<file path="src/rtl/hls_phi_add_core.sv">
// Datapath primitives for HLS-generated FSM controllers: wrapping adder, SSA phi
// selector keyed on predecessor block ID, and optional capture registers.

// Branch stub: branch control lives in the owning FSM, so this is empty.
module br_dummy;
endmodule

module hls_phi_add_core #(
  parameter int WIDTH     = 32,
  parameter int NB_PAIR   = 2,
  parameter int SEL_WIDTH = 32
) (
  input  logic                         clk,
  input  logic                         rst,
  input  logic [WIDTH-1:0]             add_in0,
  input  logic [WIDTH-1:0]             add_in1,
  output logic [WIDTH-1:0]             add_out,
  input  logic [NB_PAIR*WIDTH-1:0]     phi_in,
  input  logic [NB_PAIR*SEL_WIDTH-1:0] phi_s,
  input  logic [SEL_WIDTH-1:0]         phi_last_block,
  output logic [WIDTH-1:0]             phi_out,
  output logic                         phi_hit,
  input  logic                         en,
  output logic [WIDTH-1:0]             add_q,
  output logic [WIDTH-1:0]             phi_q
);

  br_dummy u_br_dummy ();

  // Same-width sum: the carry out falls off, giving mod 2^WIDTH wrap.
  assign add_out = add_in0 + add_in1;

  // Per-pair match vector; each bit depends only on its own ID slice.
  logic [NB_PAIR-1:0] match;

  always_comb begin
    match = '0;
    for (int i = 0; i < NB_PAIR; i++) begin
      match[i] = (phi_s[i*SEL_WIDTH +: SEL_WIDTH] == phi_last_block);
    end
  end

  // Walk from the highest index down so the lowest matching pair is written last.
  always_comb begin
    // NOTE: every output gets a default before the loop; a path that leaves
    // phi_out or phi_hit unassigned would infer a latch.
    phi_out = '0;
    phi_hit = 1'b0;
    for (int i = NB_PAIR - 1; i >= 0; i--) begin
      if (match[i]) begin
        phi_out = phi_in[i*WIDTH +: WIDTH];
        phi_hit = 1'b1;
      end
    end
  end

  // Loop-carried value holders; rst wins over en.
  always_ff @(posedge clk) begin
    // NOTE: non-blocking assignments so both registers sample the same
    // pre-edge combinational values regardless of statement order.
    if (rst) begin
      add_q <= '0;
      phi_q <= '0;
    end else if (en) begin
      add_q <= add_out;
      phi_q <= phi_out;
    end
  end

endmodule

</file>
<file path="config.mk">
export PLATFORM = sky130hd
export DESIGN_NAME = hls_phi_add_core
export DESIGN_NICKNAME = d
export VERILOG_FILES = /design/src/rtl/hls_phi_add_core.sv
export SDC_FILE = /design/constraint.sdc
export NUM_CORES = 1
export LEC_CHECK = 0
export ABC_AREA = 1
export BUFFER_PORTS_ARGS = -buffer_cell sky130_fd_sc_hd__buf_4
export CAP_MARGIN = 20
export CORE_ASPECT_RATIO = 0.75
export CORE_MARGIN = 2
export CORE_UTILIZATION = 40
export CTS_CLUSTER_DIAMETER = 50
export DETAILED_ROUTE_END_ITERATION = 12
export GPL_TIMING_DRIVEN = 0
export PLACE_DENSITY = 0.72
export SETUP_SLACK_MARGIN = 0.02
export SYNTH_ARGS = -nofsm -noshare
export SYNTH_HDL_FRONTEND = slang
export SYNTH_SLANG_ARGS = --single-unit
</file>
<file path="constraint.sdc">
create_clock -name clk -period 2.2 [get_ports clk]
set_clock_uncertainty 0.2 [all_clocks]
set_input_delay 0.11 -clock clk [delete_from_list [all_inputs] [get_ports clk]]
set_output_delay 0.11 -clock clk [all_outputs]
set_load 0.01 [all_outputs]
</file>
# Yosys cells after proc, flatten, opt, wreduce, memory -nomap -nowiden
# Index checks and enable logic that the tools add are counted.
[totals] regBits=64 output_inout_bits=129 word_cells=9
[classes] addsub=1 n_eq_ne=2 mux=4
[op_table] op="32-bit == test" n=2
[op_table] op="32-bit 2-to-1 mux" n=2
[op_table] op="32-bit adder" n=1
[op_table] op="1-bit 2-to-1 mux" n=2

# Longest topological paths before layout
# Gate-level depths: netlist (run 1).
[logic_depth] word_depth=3 mapped_depth=14 depth_no_buf=14

# Least setup slack after synthesis (run 1)
# No wires, ideal clock.
[synth_path] path_type="input to register" startpoint="in add_in0[0]" endpoint="reg add_q[18]" arrival_time_ns=1.584 required_ns=1.885 path_slack_ns=0.300 stages=14 cell_sequence="ha_1 fa_1 nand2_1 nand3_1 nand3_1 nand2_1 nand2_1 nand2_1 nand2_1 nand2_1 nand2_1 nand2_1 o21ai_0 inv_1"
[synth_between] elab_chain_cells=1
[synth_lines] item="start: declaration" line_no="15" source="input logic [WIDTH-1:0] add_in0,"
[synth_lines] item="32-bit adder" line_no="31" source="assign add_out = add_in0 + add_in1;"
[synth_lines] item="net add_out[18]" line_no="17" source="output logic [WIDTH-1:0] add_out,"
[synth_lines] item="end signal: assignment" line_no="65" source="add_q <= add_out;"
[synth_lines] item="end: declaration" line_no="24" source="output logic [WIDTH-1:0] add_q,"
# The timed path passes the listed nets, and every way through them passes these cells.
# A chain may end at the register's enable or synchronous reset.

# Worst setup path in the final report (run 1)
[layout_path] startpoint="in phi_s[9]" endpoint="reg phi_q[30]"
[layout_between] elab_chain_cells=2
[layout_lines] item="start: declaration" line_no="19" source="input logic [NB_PAIR*SEL_WIDTH-1:0] phi_s,"
[layout_lines] item="32-bit == test" line_no="39" source="match[i] = (phi_s[i*SEL_WIDTH +: SEL_WIDTH] == phi_last_block);"
[layout_lines] item="32-bit 2-to-1 mux" line_no="50" source="if (match[i]) begin"
[layout_lines] item="end signal: assignment" line_no="66" source="phi_q <= phi_out;"
[layout_lines] item="end: declaration" line_no="25" source="output logic [WIDTH-1:0] phi_q"
# Every way passes these cells.

==> impl_metrics.yaml, run 1 <==
die:
  dieArea_um2: 18120
  coreArea_um2: 16770
  row_count: 41
  die-height_um: 117.1
  initial_core_util_pct: 40.64
  ios: 356
  die_width_um: 154.8
sta:
  grt_setup_unrepaired: "yes"
  fmax_ghz: 0.4756
  finalCritPeriodShare_pct: 95.57
  setup_viol: 0
  slew_viol_final: 0
  hold_violations: 0
  worst_slew_pin_slew_ps: 556.4
  min_period_ps: 2103
  slew_headroom_pct: 62.91
finish:
  layout_commonest_cell: "nand2_1"
  n_antenna_cell: 0
  postLayoutCellArea_um2: 10790
  syn2layout_area_growth_pct: 58.19
  layout_common_cells: "403 x nand2_1, 358 x buf_4, 210 x inv_1"
  final_cells: 1861
  final_nets: 1900
  num-fill-cells: 1591
  drive_above_1_share_pct: 28.74
routing:
  finalWirelength_mm: 26.31
  drtIter0Drc: 512
  via_count: 8723
  final_antenna_net_count: 0
  first_pass_iters: 5
  wl_per_cell_um: 14.14
  viasPerCell: 4.687
  drc: 0
placement:
  gp_congestion: 0.9047
  port_buffers: 354
  dpl.hpwl_mm: 21.40
  dp.cells: 1778
  place_area_um2: 9744
worst_setup_path:
  crit_path_end_kind: "register"
  worstPathRequired_ps: 2220
  startpoint_type: "input port"
  worstPathArrival_ps: 2120
  critPathMaxFanout: 6
  critPathKind: "in -> reg"
clock_tree:
  clkTransAtPathRegs_ps: 50
  cts_tree: "built"
  h-tree-depth: 3
  cts.sinks: 64
  cts_buffers: 9
  root_buffer: "clkbuf_16"
  clkLatencyLatePin_ps: 320
  cts_buffer_depth: 2
power_and_ir_drop:
  total_power_mw: 4.677
  power_density_nw_per_um2: 433.7
  power.leakage_nw: 6.571
  ir_drop_mv: 0.3509
synth:
  dominantRegCellSynth: "dfxtp_1"
  avgSynthCellArea_um2: 5.639
  synth.area.top_cells: "nand2_1 23%, dfxtp_1 19%, inv_1 12%"
  synthCells: 1209
  synthArstFlopShare_pct: 0
  yosysSeqAreaShare_pct: 18.79
  synth_enable_flop_cells: 0
  syn-num-nets: 1468
  synth_cell_types: 34
  ys_warn_count: 0
  syn_area_um2: 6818
  synth_top_area_share_pct: 22.57
  synth.largest_area_cell: "nand2_1"
  ys_ff_latch: 64
global_route:
  grt_pass1_wl_mm: 40.03
  grt_max_degree: 12
  antenna_found_initial: 0
  grt-ovfl-total: 0
  grt_pass1_vias: 7961
  grt.total_usage_pct: 28.02
outcome:
  status: "finished, final reports clean"
worst_hold_path:
  hp-class: "in -> reg"
job:
  drv_cap: 0
[final timing paths]
kind	startpoint	to	slack, ps	cells after the start
max	phi_s[9]	phi_q[30]	100	13
min	add_in0[31]	add_q[31]	30	6
max reg2reg	add_q[13]	add_q[13]	1250	4
min reg2reg	add_q[0]	add_q[0]	270	2
[state kept, by name (all words and copies together), names as in the netlist]
register	count
add_q	32
phi_q	32
[cells by family (layout without fill, tap and decap cells)]
| logic type | count (synthesis) | in the layout | share of synthesized area (%) |
|---|---|---|---|
| adders and majority gates | 32 | 32 | 5.983 |
| DFF | 64 | 64 | 18.79 |
| xor gates and xnor gates | 45 | 45 | 5.781 |
| AOI/OAI and AO/OA | 48 | 48 | 3.707 |
| and+or+nand+nor | 774 | 774 | 50.21 |
| buffers and inverters | 246 | 683 | 15.53 |
[Yosys cell counts, drive strengths merged (2+ instances only)]
cell type,count
o21bai,5
nand3,143
o21ai,18
ha,31
xnor2,25
nand4,2
nor2,206
xor2,20
nor3,4
buf,16
a21oi,25
dfxtp,64
inv,214
nand3b,2
clkbuf,15
nand2,414
[worst max-delay path, stage by stage]
cell and delay (ps):
buf_4 110, xnor2_1 170, nand2_1 110, nor2_4 120, nand2_2 80, nor2_4 260
nand2_4 130, buf_4 160, nand3_1 90, nand3_1 80, dlygate4sd3_1 590, nand2_1 70
inv_1 40
[per-layer routing]
layer | vias to the layer above | part of all wire [%] | GRT usage [%]
met2 | 298 | 47 | 48.60
met1 | 3876 | 44 | 35.48
li1 | 4508 | - | -
met3 | 41 | 6.5 | 5.302
met4 | 0 | 2.5 | 9.506
met5 | - | 0 | 0
[through the flow]
stage                     hold slack [ps]  setup TNS (ps)  utilization [%]  worst slack [ps]
final                               34.87               0            64.29             97.47
after global routing                80.19               0            64.29             8.836
after CTS                           10.37               0            63.72             69.98
after detailed placement            242.8          -200.5            58.09            -51.21
after global placement              234.9          -197.2            58.09            -69.70
after floorplan                     119.1               0                -             300.1
[layout make-up]
cell class              instances  area, um^2  share of cell area, %
plain buffers                  32       275.3                  2.552
multi-input cells             899        4547                  42.16
repair buffers                421        3321                  30.79
well taps                     215       269.0                  2.494
inverters                     214       803.3                  7.448
clock inverters                 6       60.06                 0.5568
flip-flops and latches         64        1281                  11.88
clock buffers                  10       229.0                  2.123
[where the power goes]
part	internal (mW)	switching (mW)	leakage (nW)
logic	0.956	1.05	5.90
registers	1.25	0.0482	0.529
clock network	0.870	0.511	0.138
total	3.07	1.61	6.57
[timing repair]
action / in CTS / in global routing
endpoints found under the setup margin: 7 / 40
endpoints found under the hold margin: 32 / 0
setup buffers: 0 / 3
hold buffers: 64 / 0
pin swaps: 2 / 6
gates resized for setup: 4 / 23
No activity file was read; power rests on OpenSTA's default activity.
==> inputs of run 2 (changes only) <==
--- a/config.mk
+++ b/config.mk
@@ -14,6 +14,7 @@
 export CTS_CLUSTER_DIAMETER = 50
 export DETAILED_ROUTE_END_ITERATION = 12
 export GPL_TIMING_DRIVEN = 0
+export MAX_ROUTING_LAYER = met4
 export PLACE_DENSITY = 0.72
 export SETUP_SLACK_MARGIN = 0.02
 export SYNTH_ARGS = -nofsm -noshare
==> run 2 against run 1 <==
Compared with the run above: worst hold slack got worse by 70 ps; non-clock buffer count decreased by 3; final cell count decreased by 0.16%; largest power group unchanged; clock power fell by 6%; via count grew 0.11%; sequential share of layout area shrank 0.070 points; count of clock-buffer cells in the layout is 1 higher; global-route usage is 1.2 points higher; highest routed layer unchanged; the run now ends with negative hold slack left; sequential power about the same; register-to-register slack about the same; first-iteration DRC count is 2.1% higher; flip-flop and latch count stayed put.
==> impl_metrics.yaml, run 2 (same netlist as run 1, synthesis figures left out) <==
routing:
  first_pass_iters: 5
  drc: 0
  viasPerCell: 4.700
  drtIter0Drc: 523
  finalWirelength_mm: 26.43
  via_count: 8733
  final_antenna_net_count: 0
  wl_per_cell_um: 14.23
global_route:
  grt_pass1_vias: 8093
  grt_max_degree: 12
  grt_pass1_wl_mm: 40.74
  antenna_found_initial: 0
  grt-ovfl-total: 0
  grt.total_usage_pct: 29.25
finish:
  n_antenna_cell: 0
  num-fill-cells: 1553
  layout_common_cells: "398 x nand2_1, 357 x buf_4, 210 x inv_1"
  final_nets: 1897
  reg.largest.list: "add_q: 32 flops, phi_q: 32 flops"
  syn2layout_area_growth_pct: 59.13
  layout_commonest_cell: "nand2_1"
  postLayoutCellArea_um2: 10850
  drive_above_1_share_pct: 29.52
job:
  drv_cap: 0
placement:
  gp_congestion: 0.9270
  dpl.hpwl_mm: 21.41
  port_buffers: 354
  post-place-ws_ps: -72.32
  place_area_um2: 9744
clock_tree:
  cts_tree: "built"
  cts_buffer_depth: 2
  clkLatencyLatePin_ps: 320
  root_buffer: "clkbuf_16"
  clkTransAtPathRegs_ps: 50
  h-tree-depth: 3
  cts.sinks: 64
  cts_buffers: 9
die:
  initial_core_util_pct: 40.64
  coreArea_um2: 16770
  row_count: 41
  die_width_um: 154.8
  dieArea_um2: 18120
  ios: 356
  die-height_um: 117.1
power_and_ir_drop:
  power.leakage_nw: 6.637
  ir_drop_mv: 0.3587
  total_power_mw: 4.622
  power_density_nw_per_um2: 426.0
worst_setup_path:
  worstPathArrival_ps: 1790
  worstPathRequired_ps: 1890
  critPathKind: "in -> out"
  critPathMaxFanout: 4
  rr_worst_depth: 4
  startpoint: "add_in1[12]"
  r2r-start: "add_q[13]"
  startpoint_type: "input port"
  crit_path_end_kind: "output pin"
sta:
  slew_viol_final: 0
  fmax_ghz: 0.4758
  setup_tns_ps: 0
  setup_ws_ps: 98.46
  min_period_ps: 2102
  finalCritPeriodShare_pct: 95.52
  grt_setup_unrepaired: "yes"
  worst_slew_pin_slew_ps: 598.4
  hold_violations: 1
  slew_headroom_pct: 60.10
  hold_slack_ps: -34.95
  setup_viol: 0
worst_hold_path:
  min-delay-start: "phi_in[28]"
  min_path_cells: 5
  hp-class: "in -> reg"
outcome:
  status: "finished, violations left"
  failed_checks: "negative hold slack"
run 2: cell types whose count changed in the layout (fill, tap and decap cells not counted), moves of 2 or more:
cell and change:
xnor2_2 +3, nor2_1 -3, ha_2 +3, buf_12 +2, ha_1 -5, xnor2_1 -3, nor2_2 +2, nand2_1 -5
nand2_2 +5, dlygate4sd3_1 -9, dlymetal6s4s_1 +8, ha_4 +2
run 2: timing repair:
item	CTS	global route
pin swaps	0	7
hold buffers	64	0
buffers inserted	0	1
endpoints found under the setup margin	8	49
endpoints found under the hold margin	32	0
gates resized for setup	4	53
run 2: critical path, stage by stage:
cell	delay [ps]
buf_4	110
ha_2	380
nand2_1	150
nor2_4	170
and3_1	170
nand2_1	50
nand2_1	150
xor2_1	310
buf_4	180
run 2: final timing paths:
check                      to  slack, ps
setup reg to reg    add_q[13]       1260
setup / recovery  add_out[13]        100
hold / removal      phi_q[28]        -30
hold reg to reg      add_q[0]        280
run 2: where the power goes:
group / leakage, nW / switching (mW) / total (mW) / internal [mW]
clock network: 0.126 / 0.535 / 1.30 / 0.761
logic: 5.98 / 1.06 / 2.03 / 0.967
registers: 0.529 / 0.0488 / 1.29 / 1.25
total: 6.64 / 1.65 / 4.62 / 2.97
run 2: stage by stage:
step	instances	utilization [%]	hold slack, ps
6_report	1858	64.68	-34.95
5_1_grt	1858	64.68	53.70
4_1_cts	1858	63.59	8.586
3_5_place_dp	1778	58.09	242.1
3_3_place_gp	1778	58.09	235.7
2_1_floorplan	1209	-	119.1
run 2: final cells by class:
type	instances	area [um^2]	area share, %
clock inverter	5	33.78	0.3114
buffer	32	291.5	2.687
multi-input combinational	899	4622	42.60
inverter	214	803.3	7.404
tap	215	269.0	2.480
sequential	64	1281	11.81
timing repair buffer	418	3316	30.56
clock buffer	11	232.7	2.145
run 2: per-layer routing:
layer  GRT usage (%)  vias up  part of all wire, %
met1           37.07     3897                   45
met3           4.345       37                  6.2
li1                -     4517                    -
met2           49.67      282                   47
met4           7.160        0                  2.1
met5               -        -                    0
==> inputs of run 3 (changes only) <==
==> constraint.sdc (replaced) <==
create_clock -name clk -period 2.2 [get_ports clk]
set_clock_uncertainty 0.2 [all_clocks]
set_input_delay 0.22 -clock clk [delete_from_list [all_inputs] [get_ports clk]]
set_output_delay 0.22 -clock clk [all_outputs]
set_load 0.01 [all_outputs]
==> run 3 against run 2 <==
Compared with the run above: the flow now finishes without violations; count of clock-buffer cells in the layout is the same; register-to-register slack is essentially flat; clock power is essentially flat; core utilization increased by 0.91 points; die area is the same; wire length grew 0.58%; critical path type unchanged; critical endpoint is now add_out[20]; largest power group unchanged.
==> impl_metrics.yaml, run 3 (same netlist as run 1, synthesis figures left out) <==
outcome:
  status: "finished, final reports clean"
worst_setup_path:
  worstPathArrival_ps: 1760
  path_cells: "buf_6 -> ha_4 -> fa_2 -> nand2_4 -> o21ai_4 -> nand3_2 -> nand3b_1 -> buf_6 -> nand2_4 -> nand2_2 -> nand2_2 -> nand2_2 -> buf_6"
  critPathKind: "in -> out"
  crit_slowest_cell: "fa_2"
  max_stage_delay_ps: 370
  startpoint: "add_in0[0]"
  worstPathRequired_ps: 1780
  r2r-start: "add_q[10]"
  reg2reg_setup_slack_ps: 1260
  startpoint_type: "input port"
  critPathMaxFanout: 3
  crit_path_end_kind: "output pin"
sta:
  worst_slew_pin_slew_ps: 599.9
  fmax_ghz: 0.4590
  grt_setup_unrepaired: "yes"
  setup_ws_ps: 21.49
  slew_viol_final: 0
  finalCritPeriodShare_pct: 99.02
  min_period_ps: 2179
  hold_slack_ps: 18.05
  setup_viol: 0
  slew_headroom_pct: 60.01
  hold_violations: 0
die:
  row_count: 41
  die_width_um: 154.8
  coreArea_um2: 16770
  dieArea_um2: 18120
  initial_core_util_pct: 40.64
  die-height_um: 117.1
  ios: 356
routing:
  first_pass_iters: 5
  drtIter0Drc: 602
  via_count: 8668
  final_antenna_net_count: 0
  drc: 0
  wl_per_cell_um: 14.67
  finalWirelength_mm: 26.59
  viasPerCell: 4.784
finish:
  syn2layout_area_growth_pct: 61.37
  final_nets: 1851
  drive_above_1_share_pct: 38.20
  reg.largest.list: "add_q: 32 flops, phi_q: 32 flops"
  n_antenna_cell: 0
  layout_common_cells: "365 x buf_4, 356 x nand2_1, 209 x inv_1"
  layout_commonest_cell: "buf_4"
  num-fill-cells: 1545
clock_tree:
  clkLatencyLatePin_ps: 330
  cts_buffer_depth: 2
  cts.sinks: 64
  cts_buffers: 9
  cts_tree: "built"
  clkTransAtPathRegs_ps: 60
  root_buffer: "clkbuf_16"
  postCtsHoldBufs: 0
  h-tree-depth: 3
global_route:
  grt_pass1_vias: 7812
  grt.total_usage_pct: 28.41
  grt_pass1_wl_mm: 39.30
  grt_max_degree: 12
  grt-ovfl-total: 0
  antenna_found_initial: 0
power_and_ir_drop:
  total_power_mw: 4.815
  power.leakage_nw: 6.503
  ir_drop_mv: 0.3599
  power_density_nw_per_um2: 437.6
placement:
  post-place-ws_ps: -292.3
  dpl.hpwl_mm: 21.41
  port_buffers: 354
  gp_congestion: 0.9270
job:
  drv_cap: 0
worst_hold_path:
  min-delay-start: "phi_in[33]"
  hp-class: "in -> reg"
[run 3: area by class of cell]
| type | instances | area [um^2] | area share (%) |
|---|---|---|---|
| multi-input cells | 899 | 5250 | 47.72 |
| repair buffers | 372 | 2843 | 25.84 |
| flip-flops and latches | 64 | 1281 | 11.65 |
| inverters | 214 | 803.3 | 7.301 |
| plain buffers | 32 | 289.0 | 2.627 |
| well taps | 215 | 269.0 | 2.445 |
| clock buffers | 11 | 232.7 | 2.115 |
| clock inverters | 5 | 33.78 | 0.3071 |
[run 3: worst max-delay path, delay by kind of cell]
family                   cells  cell delay (ps)
buffers and inverters        3              390
adder cells (fa/ha/maj)      2              530
AND/OR/NAND/NOR              7              550
AO/OA/AOI/OAI                1               70
[run 3: power by group]
| group | switching, mW | internal, mW | total, mW |
|---|---|---|---|
| Sequential | 0.0484 | 1.25 | 1.29 |
| Clock | 0.529 | 0.760 | 1.29 |
| Combinational | 1.18 | 1.05 | 2.23 |
[run 3: final timing paths]
path / endpoint / cells after the start
worst max register to register: add_q[10] / 4
worst min-delay path: phi_q[1] / 5
worst min register to register: add_q[0] / 2
worst max-delay path: add_out[20] / 13
[run 3: per-layer routing]
layer	share of wire (%)	track usage, %	up-vias	routed length [um]
li1	-	-	4420	-
met1	43	35.87	3849	11310
met2	48	48.01	350	12660
met3	7.6	4.602	49	2017
met4	2.3	7.222	0	606
met5	0	-	-	0
[run 3: what timing repair did]
action                                 CTS  global route
setup endpoints to repair               47            58
gates resized for setup                 62           141
endpoints found under the hold margin    0             0
pin swaps                               21            29
buffers inserted                        13             5
[run 3: metrics by stage]
stage          cells  cell area, um^2  utilization, %  setup TNS (ps)
2_1_floorplan   1209             6818               -               0
3_3_place_gp    1778             9744           58.09           -3341
3_5_place_dp    1778             9744           58.09           -4240
4_1_cts         1807            10360           61.79          -138.8
5_1_grt         1812            11000           65.59          -282.8
6_report        1812            11000           65.59               0
